===== src/rtl/bram_sd_sync_pkg.sv =====
// Shared types and constants for the backup-RAM to SD sector sync block.
// Holds the FSM encoding, the format header image and the LBA width.
package bram_sd_sync_pkg;

  typedef enum logic [1:0] {
    ST_IDLE,
    ST_REQ,
    ST_XFER,
    ST_FORMAT
  } state_e;

  localparam int LBA_W = 32;
  localparam int FMT_N = 4;

  localparam logic [FMT_N-1:0][15:0] FMT_HDR = {
    16'h8010, 16'h8800, 16'h4D42, 16'h5548
  };

  // Words past the header image format to zero.
  function automatic logic [15:0] fmt_word(
    input logic [15:0] a
  );
    if (a < 16'(FMT_N)) return FMT_HDR[a[1:0]];
    return 16'h0000;
  endfunction

endpackage


===== src/rtl/edge_det.sv =====
// Rising/falling edge detector with a reset preset on the history flop.
// Presetting to 1 hides a level that is already high at reset release.
module edge_det #(
  parameter logic PRESET = 1'b1
) (
  input  logic clk,
  input  logic rst_n,
  input  logic d_i,
  output logic rise_o,
  output logic fall_o
);

  logic prev_q;

  always_ff @(posedge clk or negedge rst_n) begin
    if (!rst_n) prev_q <= PRESET;
    else        prev_q <= d_i;
  end

  assign rise_o = d_i & ~prev_q;
  assign fall_o = ~d_i & prev_q;

endmodule


===== src/rtl/bram_sd_sync.sv =====
// Moves save slots between backup RAM and SD sectors; formats the header.
// Define BKSYNC_AUTOSAVE_EN to add the idle-timer automatic save.
module bram_sd_sync
  import bram_sd_sync_pkg::*;
#(
  parameter int          SECTORS         = 16,
  parameter int          SLOTS           = 4,
  parameter logic [23:0] AUTOSAVE_CYCLES = 24'hFFFFFF,
  parameter int          FMT_WORDS       = 4,
  localparam int SLOT_W = (SLOTS > 1) ? $clog2(SLOTS) : 1,
  localparam int IDX_W  = (SECTORS > 1) ? $clog2(SECTORS) : 1,
  localparam int FA_W   = (FMT_WORDS > 1) ? $clog2(FMT_WORDS) : 1
) (
  input  logic              clk_sys,
  input  logic              reset_n,
  input  logic              bk_ena,
  input  logic              load_req,
  input  logic              save_req,
  input  logic              format_req,
  input  logic [SLOT_W-1:0] slot,
  input  logic              bram_wr,
  output logic [LBA_W-1:0]  sd_lba,
  output logic              sd_rd,
  output logic              sd_wr,
  input  logic              sd_ack,
  output logic [FA_W-1:0]   fmt_addr,
  output logic [15:0]       fmt_data,
  output logic              fmt_we,
  output logic              busy,
  output logic              loading,
  output logic              dirty
);

  state_e            state_q;
  logic [IDX_W-1:0]  idx_q;
  logic [SLOT_W-1:0] slot_q;
  logic [FA_W-1:0]   fcnt_q;
  logic              ld_q;
  logic              rd_q;
  logic              wr_q;
  logic              dirty_q;

  logic ld_rise, sv_rise, fm_rise;
  logic ack_rise, ack_fall;
  logic auto_fire, save_go;
  logic [2:0] unused_fall;

  edge_det #(.PRESET(1'b1)) u_ld (
    .clk(clk_sys), .rst_n(reset_n), .d_i(load_req),
    .rise_o(ld_rise), .fall_o(unused_fall[0])
  );

  edge_det #(.PRESET(1'b1)) u_sv (
    .clk(clk_sys), .rst_n(reset_n), .d_i(save_req),
    .rise_o(sv_rise), .fall_o(unused_fall[1])
  );

  edge_det #(.PRESET(1'b1)) u_fm (
    .clk(clk_sys), .rst_n(reset_n), .d_i(format_req),
    .rise_o(fm_rise), .fall_o(unused_fall[2])
  );

  edge_det #(.PRESET(1'b1)) u_ack (
    .clk(clk_sys), .rst_n(reset_n), .d_i(sd_ack),
    .rise_o(ack_rise), .fall_o(ack_fall)
  );

`ifdef BKSYNC_AUTOSAVE_EN
  logic [23:0] as_q;

  always_ff @(posedge clk_sys or negedge reset_n) begin
    if (!reset_n)          as_q <= '0;
    else if (bram_wr)      as_q <= AUTOSAVE_CYCLES;
    else if (as_q != '0)   as_q <= as_q - 24'd1;
  end

  // A timeout that lands while busy is simply lost.
  assign auto_fire = (as_q == 24'd1) & ~bram_wr & dirty_q
                   & bk_ena & (state_q == ST_IDLE);
`else
  logic unused_as;
  assign unused_as = ^AUTOSAVE_CYCLES;
  assign auto_fire = 1'b0;
`endif

  assign save_go = sv_rise | auto_fire;

  always_ff @(posedge clk_sys or negedge reset_n) begin
    if (!reset_n) begin
      state_q <= ST_IDLE;
      idx_q   <= '0;
      slot_q  <= '0;
      fcnt_q  <= '0;
      ld_q    <= 1'b0;
      rd_q    <= 1'b0;
      wr_q    <= 1'b0;
      dirty_q <= 1'b0;
    end else begin
      unique case (state_q)
        ST_IDLE: begin
          if (bk_ena && (ld_rise || save_go)) begin
            state_q <= ST_REQ;
            idx_q   <= '0;
            slot_q  <= slot;
            ld_q    <= ld_rise;
            rd_q    <= ld_rise;
            wr_q    <= ~ld_rise;
            if (!ld_rise) dirty_q <= 1'b0;
          end else if (fm_rise) begin
            state_q <= ST_FORMAT;
            fcnt_q  <= '0;
          end
        end
        ST_REQ: begin
          if (ack_rise) begin
            rd_q    <= 1'b0;
            wr_q    <= 1'b0;
            state_q <= ST_XFER;
          end else if (!bk_ena) begin
            rd_q    <= 1'b0;
            wr_q    <= 1'b0;
            state_q <= ST_IDLE;
          end
        end
        ST_XFER: begin
          if (ack_fall) begin
            if (!bk_ena) begin
              state_q <= ST_IDLE;
            end else if (idx_q == IDX_W'(SECTORS - 1)) begin
              state_q <= ST_IDLE;
              if (ld_q) dirty_q <= 1'b0;
            end else begin
              idx_q   <= idx_q + 1'b1;
              rd_q    <= ld_q;
              wr_q    <= ~ld_q;
              state_q <= ST_REQ;
            end
          end
        end
        ST_FORMAT: begin
          if (fcnt_q == FA_W'(FMT_WORDS - 1)) begin
            state_q <= ST_IDLE;
            dirty_q <= 1'b1;
          end else begin
            fcnt_q <= fcnt_q + 1'b1;
          end
        end
        default: state_q <= ST_IDLE;
      endcase
      // Core writes always win so a save in flight gets repeated.
      if (bram_wr) dirty_q <= 1'b1;
    end
  end

  assign busy     = (state_q != ST_IDLE);
  assign loading  = busy & ld_q;
  assign dirty    = dirty_q;
  assign sd_rd    = rd_q;
  assign sd_wr    = wr_q;
  assign sd_lba   = LBA_W'(slot_q) * LBA_W'(SECTORS)
                  + LBA_W'(idx_q);
  assign fmt_we   = (state_q == ST_FORMAT);
  assign fmt_addr = fcnt_q;
  assign fmt_data = fmt_we ? fmt_word(16'(fcnt_q)) : 16'h0000;

endmodule


===== config.mk =====
export PLATFORM = sky130hd
export DESIGN_NAME = bram_sd_sync
export DESIGN_NICKNAME = d
export VERILOG_FILES = /design/src/rtl/bram_sd_sync_pkg.sv /design/src/rtl/edge_det.sv /design/src/rtl/bram_sd_sync.sv
export SDC_FILE = /design/constraint.sdc
export NUM_CORES = 1
export LEC_CHECK = 0
export BUFFER_PORTS_ARGS = -buffer_cell sky130_fd_sc_hd__buf_4
export CORE_ASPECT_RATIO = 0.8
export CORE_UTILIZATION = 29
export CTS_CLUSTER_DIAMETER = 80
export DETAILED_ROUTE_END_ITERATION = 6
export HOLD_SLACK_MARGIN = 0.12
export PLACE_DENSITY = 0.54
export SETUP_SLACK_MARGIN = 0.4
export SYNTH_ARGS = -nofsm -noshare
export SYNTH_HDL_FRONTEND = slang
export SYNTH_SLANG_ARGS = --single-unit

===== constraint.sdc =====
create_clock -name clk_sys -period 2.95 [get_ports clk_sys]
set_input_delay 0 -clock clk_sys [delete_from_list [all_inputs] [get_ports clk_sys]]
set_output_delay 0 -clock clk_sys [all_outputs]
set_load 0.01 [all_outputs]

# == Yosys cells after proc, flatten, opt, wreduce, memory -nomap -nowiden ==
# Cells that the tools add are included.
# totals
reg_bits,18
in_bits,10
word_cells,107
# op_classes
n_addsub,3
order_cmp,1
n_eq_ne,22
muxes,42
n_bitwise,13
n_reduce_logical,14
# ops
operator,count
16-bit binary-select mux with 2-bit select,1
16-bit 2-to-1 mux,2
"3-bit != test, second input constant",8
1-bit 2-to-1 mux,20
2-bit 2-to-1 mux,9
4-bit 2-to-1 mux,4
"2-bit != test, second input constant",7
1-bit one-hot mux with 3 select lines,3
2-bit one-hot mux with 4 select lines,1
4-bit one-hot mux with 2 select lines,1
4-bit AND reduction,2
8-bit AND reduction,1
6-bit by 4-bit adder with 7-bit output,1
1-bit inverter,7
1-bit AND,6
"2-bit == test, second input constant",3
6-bit AND reduction,1
2-bit nonzero test,3
5-bit AND reduction,1
"4-bit by 1-bit adder with 4-bit output, second input constant",1
"4-bit == test, second input constant",1
2-bit one-hot mux with 2 select lines,1
4-bit nonzero test,1
"2-bit by 3-bit less-than comparator with 1-bit output, second input constant",1
other kinds (9),9

# == Depth between registers and ports, before layout ==
# Gate-level depths: netlist of run 1.
# depth
depth_word,7
ltp_mapped,7
depth_no_buf,6

# == Modules after synthesis ==
# A second synthesis of run 1 with hierarchy kept.
# unflattened
hier_cells,146
area_unflattened_um2,1386.3
# modules_own_cells
mod,instances,cells_each,area_per_inst_um2,seq_area_each_um2
bram_sd_sync,1,134,1221.2,350.3
edge_det,4,3,41.3,26.3

# == Worst setup path after synthesis of run 1 ==
# OpenSTA, ideal clock, no wires.
# synth_timing
kind,reg2reg
from,register state_q[0]
to,"register rd_q, in the netlist sd_rd"
arrival_ns,1.532
t_required_ns,2.825
setup_slack_ns,1.292
path_stages_with_launch,7
period_less_slack_ns,1.658
path_cell_list,dfrtp_1 -> ha_1 -> buf_2 -> inv_1 -> o221a_2 -> o221a_4 -> mux2_4
# synth_between
elab_chain_cells,3
word_cells_on_any_way,11
# synth_rtl
element,line_no,text
start: declaration,bram_sd_sync.sv:34,state_e state_q;
start signal: assignment,bram_sd_sync.sv:90,state_q <= ST_IDLE;
start signal: assignment,bram_sd_sync.sv:102,state_q <= ST_REQ;
start signal: assignment,bram_sd_sync.sv:110,state_q <= ST_FORMAT;
"2-bit by 1-bit == test with 1-bit output, or another cell as far along",bram_sd_sync.sv:99,unique case (state_q)
"3-bit != test (no line), or another cell as far along",n/a,
6-bit AND reduction (no line),n/a,
end signal: assignment,bram_sd_sync.sv:106,rd_q <= ld_rise;
end signal: assignment,bram_sd_sync.sv:134,rd_q <= ld_q;
end: declaration,bram_sd_sync.sv:39,logic rd_q;
# Several ways; a longest one is shown, not always the timed one.
# A chain may end at the register's enable or synchronous reset.

# == Worst setup path after layout of run 1 ==
# layout_timing
from,register state_q[0]
to,"register wr_q, in the netlist sd_wr"
# layout_between
elab_chain_cells,3
word_cells_on_any_way,11
# layout_rtl
element,line_no,text
"2-bit by 1-bit == test with 1-bit output, or another cell as far along",bram_sd_sync.sv:99,
"3-bit != test (no line), or another cell as far along",n/a,
6-bit AND reduction (no line),n/a,
end signal: assignment,bram_sd_sync.sv:107,wr_q <= ~ld_rise;
end signal: assignment,bram_sd_sync.sv:135,wr_q <= ~ld_q;
end: declaration,bram_sd_sync.sv:40,logic wr_q;
# Several ways; a longest one is shown, not always the timed one.

==> results of run 1 <==
-- critical path, stage by stage (launching register included) --
cell and delay (ns):
sky130_fd_sc_hd__dfrtp_1 0.41, sky130_fd_sc_hd__inv_1 0.09, sky130_fd_sc_hd__ha_1 0.44, sky130_fd_sc_hd__inv_1 0.16, sky130_fd_sc_hd__o221a_2 0.33, sky130_fd_sc_hd__o221a_4 0.12, sky130_fd_sc_hd__mux2_4 0.29
-- stage by stage --
stage / power [mW] / util (%)
3_5_place_dp: 1.23 / 34.1
4_1_cts: 1.46 / 37.2
2_1_floorplan: 1.02 / -
5_1_grt: 1.57 / 37.2
6_report: 1.44 / 37.2
3_3_place_gp: 1.23 / 34.1
-- cells by family (layout without fill, tap and decap cells) --
family	after synthesis	count (layout)	share of synthesized area (%)
buffers and inverters	50	56	22.8
and+or+nand+nor	37	37	15.3
AOI/OAI and AO/OA	27	27	17.2
DFF	18	18	31.2
adders and majority gates	8	8	6.85
muxes	8	8	6.42
other	1	32	0.257
-- area by class of cell --
class | instances | area, sq um
flip-flops and latches | 18 | 455
fillers | 482 | 2960
multi-input cells | 112 | 790
repair buffers | 42 | 338
well taps | 60 | 75.1
clock buffers | 4 | 55.1
inverters | 10 | 37.5
-- path summary, 6_finish.rpt --
path                                    end  slack (ns)
max in group asynchronous       u_fm.prev_q        2.54
worst min register to register        sd_wr        0.52
min in group clk_sys            u_sv.prev_q        0.40
worst max-delay path                  sd_wr        1.00
worst min-delay path                  sd_wr        0.14
worst max register to register        sd_wr        1.00
-- power by group --
group | internal [mW] | switching, mW | leakage, nW
clock network | 0.119 | 0.0878 | 0.0288
logic | 0.412 | 0.415 | 0.579
registers | 0.330 | 0.0762 | 0.220
total | 0.861 | 0.579 | 0.827
-- per-layer routing --
metal / wire [um] / vias to the layer above / GRT usage, %
met2: 1230 / 36 / 16.0
met4: 34 / 0 / 4.02
met1: 1350 / 499 / 15.5
li1: - / 524 / -
met3: 170 / 5 / 3.33
met5: 0 / - / 0
-- sequential cells by signal (all words and copies together), names as in the netlist --
| signal | cells |
|---|---|
| idx_q | 4 |
| u_sv.prev_q | 1 |
| dirty | 1 |
| state_q | 2 |
| sd_wr | 1 |
| u_ack.prev_q | 1 |
| slot_q | 2 |
| u_fm.prev_q | 1 |
| u_ld.prev_q | 1 |
| fmt_addr | 2 |
| sd_rd | 1 |
| ld_q | 1 |
-- cell usage in the layout, fill, tap and decap left out, drive strengths merged, types with 6 or more instances in the layout --
master,synthesis,final
buf,40,33
conb,1,32
dfrtp,14,14
dlygate4sd3,0,9
ha,8,8
inv,10,10
nand2,6,6
o21ai,6,6
-- cells in the mapped netlist, types with 2 or more instances --
library cell	number
sky130_fd_sc_hd__buf_4	38
sky130_fd_sc_hd__dfrtp_1	14
sky130_fd_sc_hd__inv_1	9
sky130_fd_sc_hd__ha_1	8
sky130_fd_sc_hd__nand2_1	6
sky130_fd_sc_hd__and2_1	5
sky130_fd_sc_hd__nor2_1	5
sky130_fd_sc_hd__dfstp_2	4
sky130_fd_sc_hd__nand2b_1	4
sky130_fd_sc_hd__o21ai_0	4
sky130_fd_sc_hd__a21oi_1	3
sky130_fd_sc_hd__mux2i_1	3
sky130_fd_sc_hd__nor3_1	3
sky130_fd_sc_hd__a221o_1	2
sky130_fd_sc_hd__buf_2	2
sky130_fd_sc_hd__mux2_2	2
sky130_fd_sc_hd__mux2_4	2
sky130_fd_sc_hd__nand3_1	2
sky130_fd_sc_hd__nand4_1	2
sky130_fd_sc_hd__nor2b_1	2
sky130_fd_sc_hd__o21ai_1	2
sky130_fd_sc_hd__o221ai_1	2
==> flow_results.org, run 1 <==
** Status
- The flow ran to the end, and the final reports show no timing, DRC or antenna violations.

** Clock tree
- # clock sinks :: 18
- Clock-pin slew was measured on the worst setup and hold paths at 0.07 ns.
- Post-CTS timing repair inserted 0 buffers for setup.
- CTS placed an instance of sky130_fd_sc_hd__clkbuf_8 at the clock tree root.
- TritonCTS built the clock tree.
- Worst-case clock buffer depth :: 2
- In this run, CTS created clock tree buffers numbering 3.
- In this run, post-CTS repair resized a total of 0 instances.
- The later pin in the worst-skew pair is clocked with a latency of 0.26 ns.
- The number of hold buffers added after CTS was 9.
- Max H-tree Level :: 1

** Timing
- On the final layout, the worst clock skew is 0.00625 ns.
- Summed over all failing endpoints, the final setup total negative slack is 0 ns.
- Share of the cycle needed by the critical path after routing :: 66.1%
- The final number of max-transition violations was 0.
- Setup-violating endpoint count in the final report :: 0
- Post-route worst setup slack :: 1.00 ns
- Hold is met by 0.140 ns.
- Unrepaired setup endpoints after global routing :: no
- Hold Fails Final Rpt :: 0
- After layout, the minimum clock period comes to 1.95 ns.
- Achievable clock frequency :: 513 MHz

** Die
- Once the floorplan was initialized, standard cells occupied 31.0% of the core.
- Core area :: 0.00471 sq mm
- Die W :: 81.4 um
- Top-level port count :: 66
- Cell row count :: 22
- The die is 65.5 um tall.
- Die footprint :: 0.00533 sq mm

** Synth
- Among all flip-flop cells after synthesis, the most frequent one is sky130_fd_sc_hd__dfrtp_1.
- In the post-synthesis netlist, the biggest area contributors are sky130_fd_sc_hd__dfrtp_1, sky130_fd_sc_hd__buf_4, sky130_fd_sc_hd__dfstp_2, sky130_fd_sc_hd__ha_1, sky130_fd_sc_hd__inv_1.
- Proportion of synthesized flip-flops having asynchronous set or reset :: 100%
- During synthesis, Yosys emitted a total of 0 warnings.
- In this run the cell area of the synthesized design comes to 0.00146 sq mm.
- Gate Count Post-Synth :: 149
- Cell taking the most area after synthesis :: sky130_fd_sc_hd__dfrtp_1
- After synthesis, the mean cell area works out to 9.81 sq um.
- Number of library cell types mapped by synthesis :: 47
- Area share of the largest cell type after synthesis :: 24.0%
- Portion of the post-synthesis area used by sequential elements :: 31.2%
- Number of synthesized flops with an enable pin :: 0
- Register bit total from synthesis :: 18

** Worst setup path
- Launch point of the worst reg-to-reg path :: state_q[0]
- Data arrival time of the critical path :: 2.10 ns
- Startpoint kind of the worst setup timing path :: register
- Of all nets on the critical path, the largest fanout is 13.
- R2R cell count :: 6
- Nature of the critical path endpoint :: register
- Req. time, crit path :: 3.10 ns
- Tracing the worst setup path back leads to its startpoint at state_q[0].
- The setup path with the least slack is of type register to register.

** Job
- The tool flagged a number of max-cap violations equal to 0.

** Global route
- Wire length of the first global-routing pass :: 4.35 mm
- Global route overflow :: 0
- Global-route total usage across every layer :: 11.1%
- The via count of the first global-routing pass came to 893.
- Number of antenna violations at the first check in global routing :: 0
- Entering global routing, the biggest net connects 19 pins.

** Drt
- Mean routed wirelength per cell :: 11.3 um
- The first routing iteration left 50 violations.
- DR pass1 iterations :: 4
- Summed over all layers, the routed wires come to 2.79 mm.
- After detailed routing, the number of remaining DRC violations is 0.
- In the routed layout, each cell is associated on average with a via count of 4.33.
- The detail route stage leaves a number of antenna-violating nets equal to 0.
- The final route contains 1064 vias.

** Placement
- Standard cell area after detailed placement :: 0.00161 sq mm
- Timing analysis after detailed placement gives a worst setup slack of 1.01 ns.
- IO Port Bufs :: 33
- Including well taps, the total number of placed cells is 233.
- Dpl hpwl :: 2.10 mm
- Weighted congestion at the end of routability-driven global placement :: 0.814

** Final layout
- After the last flow step, the layout net total stands at 205.
- Count of inserted antenna diode cells :: 0
- Relative area change from synthesis to final layout :: 19.8%
- Post-Layout Inst Area :: 0.00175 sq mm
- Of the cells placed in the final design, the portion with a size suffix greater than 1 is 31.2%.
- Cell Count, Final, Fillers Out :: 246

** Power and ir drop
- Worst vdd ir :: 0.522 mV
- Leakage power of the design :: 0.827 nW
- Power per unit of standard cell area :: 823 mW/mm^2

** Hold path
- Worst min-delay path class :: input pin to asynchronous set/reset pin
Note: power is estimated with default switching activity, not from simulation.
==> run 2, diff against run 1 <==
--- a/config.mk
+++ b/config.mk
@@ -5,6 +5,7 @@
 export SDC_FILE = /design/constraint.sdc
 export NUM_CORES = 1
 export LEC_CHECK = 0
+export ABC_AREA = 1
 export BUFFER_PORTS_ARGS = -buffer_cell sky130_fd_sc_hd__buf_4
 export CORE_ASPECT_RATIO = 0.8
 export CORE_UTILIZATION = 29
==> constraint.sdc (replaced) <==
create_clock -name clk_sys -period 2 [get_ports clk_sys]
set_input_delay 0 -clock clk_sys [delete_from_list [all_inputs] [get_ports clk_sys]]
set_output_delay 0 -clock clk_sys [all_outputs]
set_load 0.01 [all_outputs]
==> run 2 against run 1 <==
  * Die area shrank 3.6%
  * Non-clock buffer count is the same
  * Wire length shrank 2.0%
  * Largest power group unchanged
  * Critical path depth grew 3
  * First-iteration DRC count shrank 40%
  * Synthesized cell count grew 28%
  * Fmax grew 28%
==> flow_results.org, run 2 <==
** Clock tree
- # Post-CTS Setup Buffers :: 0 (unchanged)
- The number of clock sinks seen by CTS is 18 (unchanged).
- Clock latency reported for the late side of the worst-skew pair :: 0.25 ns (about the same)
- The clock slew seen by the registers of the worst setup and hold paths was 0.07 ns (about the same).
- Number of buffers created by CTS :: 3 (unchanged)
- TritonCTS clock tree :: built
- Worst-case clock buffer depth :: 2 (unchanged)
- The H-tree level count was 1 (unchanged).
- The cell sitting at the root of the clock tree is a sky130_fd_sc_hd__clkbuf_8.

** Final layout
- Area of the multi-input gates :: 678 sq um (-14%)
- Most common cell after layout, fill and taps aside :: sky130_fd_sc_hd__nand2_1
- From synthesis to final layout, the design area changed by 21.2%.
- The number of flip-flops under the largest register name is 4 (unchanged).
- Count of inserted antenna diode cells :: 0 (unchanged)
- The total area of sequential cells was 455 sq um (unchanged).
- Post-Layout Inst Area :: 0.00171 sq mm (-2.6%)
- Counting flops per register, the top entry is idx_q.
- The library cells used most frequently in the layout, excluding fill and tap cells, are sky130_fd_sc_hd__nand2_1, sky130_fd_sc_hd__buf_4, sky130_fd_sc_hd__conb_1, sky130_fd_sc_hd__inv_1, sky130_fd_sc_hd__nand3_1.
- Layout cell share with drive strength beyond 1 :: 24.0% (-7.2 points)
- The fill cell total of the finished layout was 509 (+5.6%).
- The post-layout instance count excluding filler cells is 289 (+17%).
- The final layout net count was 248 (+21%).

** Timing
- Post-route worst setup slack :: 0.482 ns (-0.519 ns)
- The post-route fraction of the period consumed by the critical path came to 75.9% (+9.8 points).
- The clock period minus final worst setup slack came to 1.52 ns (-0.431 ns).
- Hold Fails Final Rpt :: 0 (unchanged)
- The worst hold margin was 0.152 ns (+0.0124 ns).
- Setup repair after global routing could not meet its margin everywhere.
- Aggregate negative setup slack :: 0 ns (unchanged)
- The number of setup violations in the final report is 0 (unchanged).
- Worst clock skew :: 0.00212 ns (-0.00413 ns)
- The highest clock rate was 659 MHz (+28%).
- Final Max Slew Viols :: 0 (unchanged)

** Synth
- The number of synthesized flops with an enable pin came to 0 (unchanged).
- Register bit total from synthesis :: 18 (unchanged)
- Most instantiated library cell after synthesis :: sky130_fd_sc_hd__nand2_1
- The top-area cell type share of the netlist area is 24.9% (+0.92 points).
- Warnings from Yosys :: 0 (unchanged)
- In the synthesized netlist the dominant register cell turns out to be sky130_fd_sc_hd__dfrtp_1.
- Most instantiated cells after synthesis :: sky130_fd_sc_hd__nand2_1, sky130_fd_sc_hd__buf_4, sky130_fd_sc_hd__inv_1, sky130_fd_sc_hd__nand3_1, sky130_fd_sc_hd__dfrtp_1
- The share of synthesized area occupied by flip-flops and latches was 32.4% (+1.2 points).
- By area the synthesized netlist is led by sky130_fd_sc_hd__dfrtp_1, sky130_fd_sc_hd__buf_4, sky130_fd_sc_hd__nand2_1, sky130_fd_sc_hd__dfstp_2, sky130_fd_sc_hd__ha_1.
- The mean instance size in the synthesized netlist came to 7.37 sq um (-25%).
- The fraction of registers with async set or reset after synthesis was 100% (unchanged).
- The post-synthesis cell area was 0.00141 sq mm (-3.7%).
- Gate Count Post-Synth :: 191 (+28%)
- The biggest area contributor in the post-synthesis netlist is sky130_fd_sc_hd__dfrtp_1.
- Number of library cell types mapped by synthesis :: 23 (-51%)

** Placement
- The placement-stage cell area is 0.00155 sq mm (-3.3%).
- The placement-stage worst setup slack came to 0.376 ns (-0.638 ns).
- Dpl hpwl :: 2.15 mm (+2.4%)
- The number of port buffers is 33 (unchanged).
- Weighted congestion at the end of routability-driven global placement :: 0.783 (-3.8%)
- Post-placement cell count :: 276 (+18%)

** Die
- The horizontal die dimension is 79.9 um (-1.8%).
- The total die area came to 0.00514 sq mm (-3.6%).
- The number of top-level pins came to 66 (unchanged).
- The die boundary height came to 64.3 um (-1.8%).
- Core area :: 0.00462 sq mm (-1.8%)
- The initial standard-cell utilization of the core came to 30.4% (-0.61 points).
- The number of placement rows is 22 (unchanged).

** Global route
- Global-route total usage across every layer :: 11.0% (-0.11 points)
- The maximum number of pins on one net before global-route repair came to 19 (unchanged).
- Via count of the first global-routing pass :: 959 (+7.4%)
- Wire length of the first global-routing pass :: 4.33 mm (-0.46%)
- Global route overflow :: 0 (unchanged)
- Number of antenna violations at the first check in global routing :: 0 (unchanged)

** Worst setup path
- Highest fanout seen on the critical path :: 8 (-5)
- The data required time at the worst endpoint came to 2.14 ns (-0.96 ns).
- Data arrival time of the critical path :: 1.66 ns (-0.44 ns)
- The critical path goes through inv_1 -> ha_2 -> inv_4 -> nand2_1 -> nor2_1 -> nor2_1 -> nand3_1 -> nand2_1 -> nand3_1.
- Nature of the critical path endpoint :: register
- Launch point of the worst reg-to-reg path :: state_q[1]
- Worst setup startpoint :: state_q[1]
- Crit path largest cell delay :: 0.42 ns (-0.02 ns)
- STA classifies the critical path startpoint as a register.
- Crit path kind :: register to register
- On the critical path, the stage with the largest delay is an instance of sky130_fd_sc_hd__dfrtp_1.

** Drt
- DR pass1 iterations :: 4 (unchanged)
- Number of nets still failing antenna checks after routing :: 0 (unchanged)
- The detail-routed via count per cell was 3.92 (-9.4%).
- Mean routed wirelength per cell :: 9.45 um (-17%)
- Wire length reported by the detailed router :: 2.73 mm (-2.0%)
- The iteration-0 DRC count of the detailed router was 30 (-40%).
- Vias post-DR :: 1132 (+6.4%)
- Residual DRC count :: 0 (unchanged)

** Power and ir drop
- The maximum vdd drop came to 0.613 mV (+17%).
- Leakage power of the design :: 0.996 nW (+20%)
- Power per unit of standard cell area :: 1220 mW/mm^2 (+48%)

** Hold path
- Worst min-delay path class :: input pin to asynchronous set/reset pin

** Job
- Number of max-capacitance violations reported :: 0 (unchanged)

** Status
- The run finished with clean final reports.
[run 2: cell count changes after synthesis, moves of 4 or more]
| cell | previous run | this run |
|---|---|---|
| sky130_fd_sc_hd__nor2_1 | 5 | 10 |
| sky130_fd_sc_hd__and2_1 | 5 | 0 |
| sky130_fd_sc_hd__nand2_1 | 6 | 50 |
| sky130_fd_sc_hd__nand2_2 | 0 | 5 |
| sky130_fd_sc_hd__nand2b_1 | 4 | 0 |
| sky130_fd_sc_hd__nand3_1 | 2 | 18 |
| sky130_fd_sc_hd__inv_1 | 9 | 22 |
[run 2: per-stage QoR]
step	utilization, %	total power, mW
6_report	36.9	2.08
5_1_grt	36.9	2.30
4_1_cts	36.8	2.10
3_5_place_dp	33.6	1.76
3_3_place_gp	33.6	1.77
2_1_floorplan	-	1.46
[run 2: cell type report]
type                    instances  area share [%]
multi-input cells             138            39.8
flip-flops and latches         18            26.7
repair buffers                 42            19.8
inverters                      27            6.09
well taps                      60            4.40
clock buffers                   4            3.23
[run 2: final timing paths]
kind	end	slack, ns	cells past startpoint
max in group asynchronous	u_ld.prev_q	1.58	2
min in group clk_sys	u_ack.prev_q	0.41	2
setup reg to reg	dirty	0.48	9
hold reg to reg	slot_q[1]	0.49	2
setup / recovery	dirty	0.48	9
hold / removal	fmt_addr[0]	0.15	2
[run 2: cell families (layout without fill, tap and decap cells)]
kind of cell	Yosys count	in the layout	synth area share, %
xor+xnor	1	1	0.622
fa+ha+maj	8	8	7.11
compound gates	11	11	4.98
buf+inv	66	73	28.3
flops	18	18	32.4
other cells	1	32	0.266
simple gates	86	86	26.4
[run 2: timing repair]
item                                    4_1_cts  5_1_grt
hold buffers                                  9        0
endpoints found under the setup margin        9       13
endpoints found under the hold margin        26        0
resized for setup                             2        1
[run 2: where the power goes]
part | switching, mW | internal (mW) | total, mW | leakage, nW
Combinational | 0.704 | 0.510 | 1.21 | 0.745
Clock | 0.123 | 0.175 | 0.298 | 0.0288
Sequential | 0.0934 | 0.477 | 0.570 | 0.222
[run 2: critical path, delay by kind of cell (launching register included)]
kind	cells	cell delay, ns
and+or+nand+nor	6	0.49
DFF	1	0.42
adders and majority gates	1	0.31
buffers and inverters	2	0.18
[run 2: per-layer routing]
metal / share of wire [%] / global-route usage, % / vias to the layer above
li1: - / - / 592
met1: 48 / 14.4 / 498
met2: 45 / 17.6 / 40
met3: 7.4 / 3.71 / 2
met4: 0.29 / 2.01 / 0
met5: 0 / 0 / -
==> run 3, diff against run 2 <==
==> constraint.sdc (replaced) <==
create_clock -name clk_sys -period 1.4 [get_ports clk_sys]
set_input_delay 0 -clock clk_sys [delete_from_list [all_inputs] [get_ports clk_sys]]
set_output_delay 0 -clock clk_sys [all_outputs]
set_load 0.01 [all_outputs]
==> run 3 against run 2 <==
  * The flow now finishes with violations (setup timing)
  * Fmax is 8.2% higher
  * Final cell count grew 6.2%
  * First-iteration DRC count shrank 6.7%
  * Setup slack worse by 0.48 ns
  * Wire length is 13% higher
  * Combinational power up 120%
  * Power up 90%
  * Clock skew increased by 0.0017 ns
  * Critical path depth decreased by 2
  * Core utilization grew 8.4 points
==> flow_results.org, run 3 (synthesis results as in run 2) <==
** Global route
- Maximum number of pins on one net before global-route repair :: 19 (unchanged)
- Global-route total usage across every layer :: 12.1% (+1.1 points)
- The first-pass GRT wire length came to 4.84 mm (+12%).
- The total global routing overflow was 0 (unchanged).
- The number of antenna violations at the first check in global routing was 0 (unchanged).
- The via count of the first global-routing pass is 1043 (+8.8%).

** Worst setup path
- The endpoint identified for the worst register-to-register timing path is fmt_addr[1].
- R2R cell count :: 7 (-2)
- Highest fanout seen on the critical path :: 6 (-2)
- STA classifies the critical path endpoint as a register.
- The internal reg-to-reg setup slack is -0.003 ns (-0.48 ns).
- In this run the critical register-to-register path is launched from state_q[1].
- The setup path with the least slack is of type register to register.
- The endpoint arrival time on the critical path came to 1.54 ns (-0.12 ns).
- The worst setup path is launched from a register.
- The data required time at the worst endpoint was 1.54 ns (-0.60 ns).

** Clock tree
- Worst-case clock buffer depth :: 2 (unchanged)
- The clock slew seen by the registers of the worst setup and hold paths came to 0.07 ns (about the same).
- Clock latency reported for the late side of the worst-skew pair :: 0.26 ns (about the same)
- TritonCTS clock tree :: built
- The number of clock sinks seen by CTS is 18 (unchanged).
- The H-tree level count came to 1 (unchanged).
- The cell sitting at the root of the clock tree is a sky130_fd_sc_hd__clkbuf_8.
- The TritonCTS buffer count is 3 (unchanged).

** Power and ir drop
- The maximum vdd drop is 0.744 mV (+21%).
- Leakage power of the design :: 1.16 nW (+16%)
- The overall power consumption is 3.96 mW (+90%).
- Power per unit of standard cell area :: 1890 mW/mm^2 (+55%)

** Timing
- The worst path setup slack after routing is -0.00340 ns (-0.485 ns).
- Min Tclk post-route :: 1.40 ns (-0.115 ns)
- The highest clock rate is 713 MHz (+8.2%).
- The final number of max-transition violations was 0 (unchanged).
- The number of failing hold endpoints at the final stage is 0 (unchanged).
- Share of the cycle needed by the critical path after routing :: 100% (+24 points)
- Unrepaired setup endpoints after global routing :: yes
- Setup-violating endpoint count in the final report :: 1 (+1)
- The final clock skew came to 0.00385 ns (+0.00172 ns).
- Final hold slack :: 0.144 ns (-0.00877 ns)

** Drt
- Wire length reported by the detailed router :: 3.08 mm (+13%)
- The DRC violation count after routing was 0 (unchanged).
- The first-pass iteration count of the detailed router came to 4 (unchanged).
- Drt via density :: 3.89 (-0.62%)
- The detailed-route wire length per cell was 10.0 um (+6.1%).
- Number of nets still failing antenna checks after routing :: 0 (unchanged)
- DR iter-0 viols :: 28 (-6.7%)
- Vias post-DR :: 1195 (+5.6%)

** Hold path
- Worst min-delay path class :: input pin to asynchronous set/reset pin

** Final layout
- Compared with the post-synthesis result, the final layout area differs by 48.6%.
- The library cells used most frequently in the layout, excluding fill and tap cells, are sky130_fd_sc_hd__nand2_1, sky130_fd_sc_hd__conb_1, sky130_fd_sc_hd__buf_4, sky130_fd_sc_hd__buf_6, sky130_fd_sc_hd__nand3_1.
- Cell Count, Final, Fillers Out :: 307 (+6.2%)
- Core utilization of the finished layout :: 45.2% (+8.4 points)
- More flip-flops sit in one register than any other, and that register is idx_q.
- Number of flip-flops under the largest register name :: 4 (unchanged)
- Layout net count :: 266 (+7.3%)
- Most common cell after layout, fill and taps aside :: sky130_fd_sc_hd__nand2_1
- Count of inserted antenna diode cells :: 0 (unchanged)
- Layout cell share with drive strength beyond 1 :: 44.1% (+20 points)
- Post-Layout Inst Area :: 0.00209 sq mm (+23%)

** Die
- Die footprint :: 0.00514 sq mm (unchanged)
- Initial Utilization :: 30.4% (unchanged)
- Cell row count :: 22 (unchanged)
- Core area :: 0.00462 sq mm (unchanged)
- The die boundary height came to 64.3 um (unchanged).
- The horizontal die dimension is 79.9 um (unchanged).
- The number of top-level pins is 66 (unchanged).

** Status
- The run finished, with violations left.
- Violated checks :: setup timing

** Placement
- The detailed-placement wirelength estimate is 2.25 mm (+4.7%).
- The weighted congestion reported at the end of routability-driven placement was 0.812 (+3.7%).
- The placement-stage cell area came to 0.00166 sq mm (+7.1%).
- The number of instances in the placed design was 285 (+3.3%).
- IO Port Bufs :: 33 (unchanged)

** Job
- The max capacitance violation total is 0 (unchanged).
## run 3: what timing repair did
item | in CTS | in global routing
hold buffers | 9 | 0
endpoints found under the hold margin | 26 | 0
gates resized for setup | 27 | 34
buffers inserted | 4 | 5
setup endpoints to repair | 27 | 27
pin swaps | 7 | 6
## run 3: critical path: stages (launching register included)
cell                      delay, ns
sky130_fd_sc_hd__dfrtp_2       0.46
sky130_fd_sc_hd__inv_2         0.10
sky130_fd_sc_hd__ha_4          0.21
sky130_fd_sc_hd__inv_6         0.05
sky130_fd_sc_hd__o21ai_1       0.16
sky130_fd_sc_hd__nand3_2       0.13
sky130_fd_sc_hd__nand2_1       0.10
sky130_fd_sc_hd__o21ai_1       0.07
## run 3: report_power, final
group          internal (mW)  switching (mW)
Combinational           1.31            1.38
Clock                  0.250           0.189
Sequential             0.687           0.135
## run 3: metal layers
| metal | wire (um) | global-route usage [%] | vias to the layer above |
|---|---|---|---|
| met5 | 0 | 0 | - |
| met4 | 18 | 2.01 | 0 |
| met3 | 128 | 3.29 | 2 |
| met2 | 1440 | 17.6 | 27 |
| met1 | 1490 | 17.8 | 537 |
| li1 | - | - | 629 |
## run 3: worst max-delay path by stage
stage	start	end	slack [ns]	cells past startpoint
detailed placement	state_q[1]	fmt_addr[1]	-0.07	6
global route	state_q[0]	idx_q[2]	-0.08	7
global placement	state_q[0]	idx_q[0]	-0.02	8
finish	state_q[1]	fmt_addr[1]	-0.003	7
floorplan	state_q[1]	idx_q[3]	0.06	9
CTS	state_q[0]	idx_q[0]	0.01	8
## run 3: through the flow
step                setup slack (ns)   TNS, ns
global route                 -0.0779    -0.673
detailed placement           -0.0726    -0.338
finish                      -0.00340  -0.00340
floorplan                     0.0615         0
CTS                           0.0149         0
global placement             -0.0205   -0.0598
## run 3: layout make-up
cell class / instances / area (sq um)
fill: 468 / 2530
multi-input combinational: 138 / 835
timing repair buffer: 60 / 553
sequential: 18 / 458
inverter: 27 / 116
tap: 60 / 75.1
clock buffer: 4 / 55.1
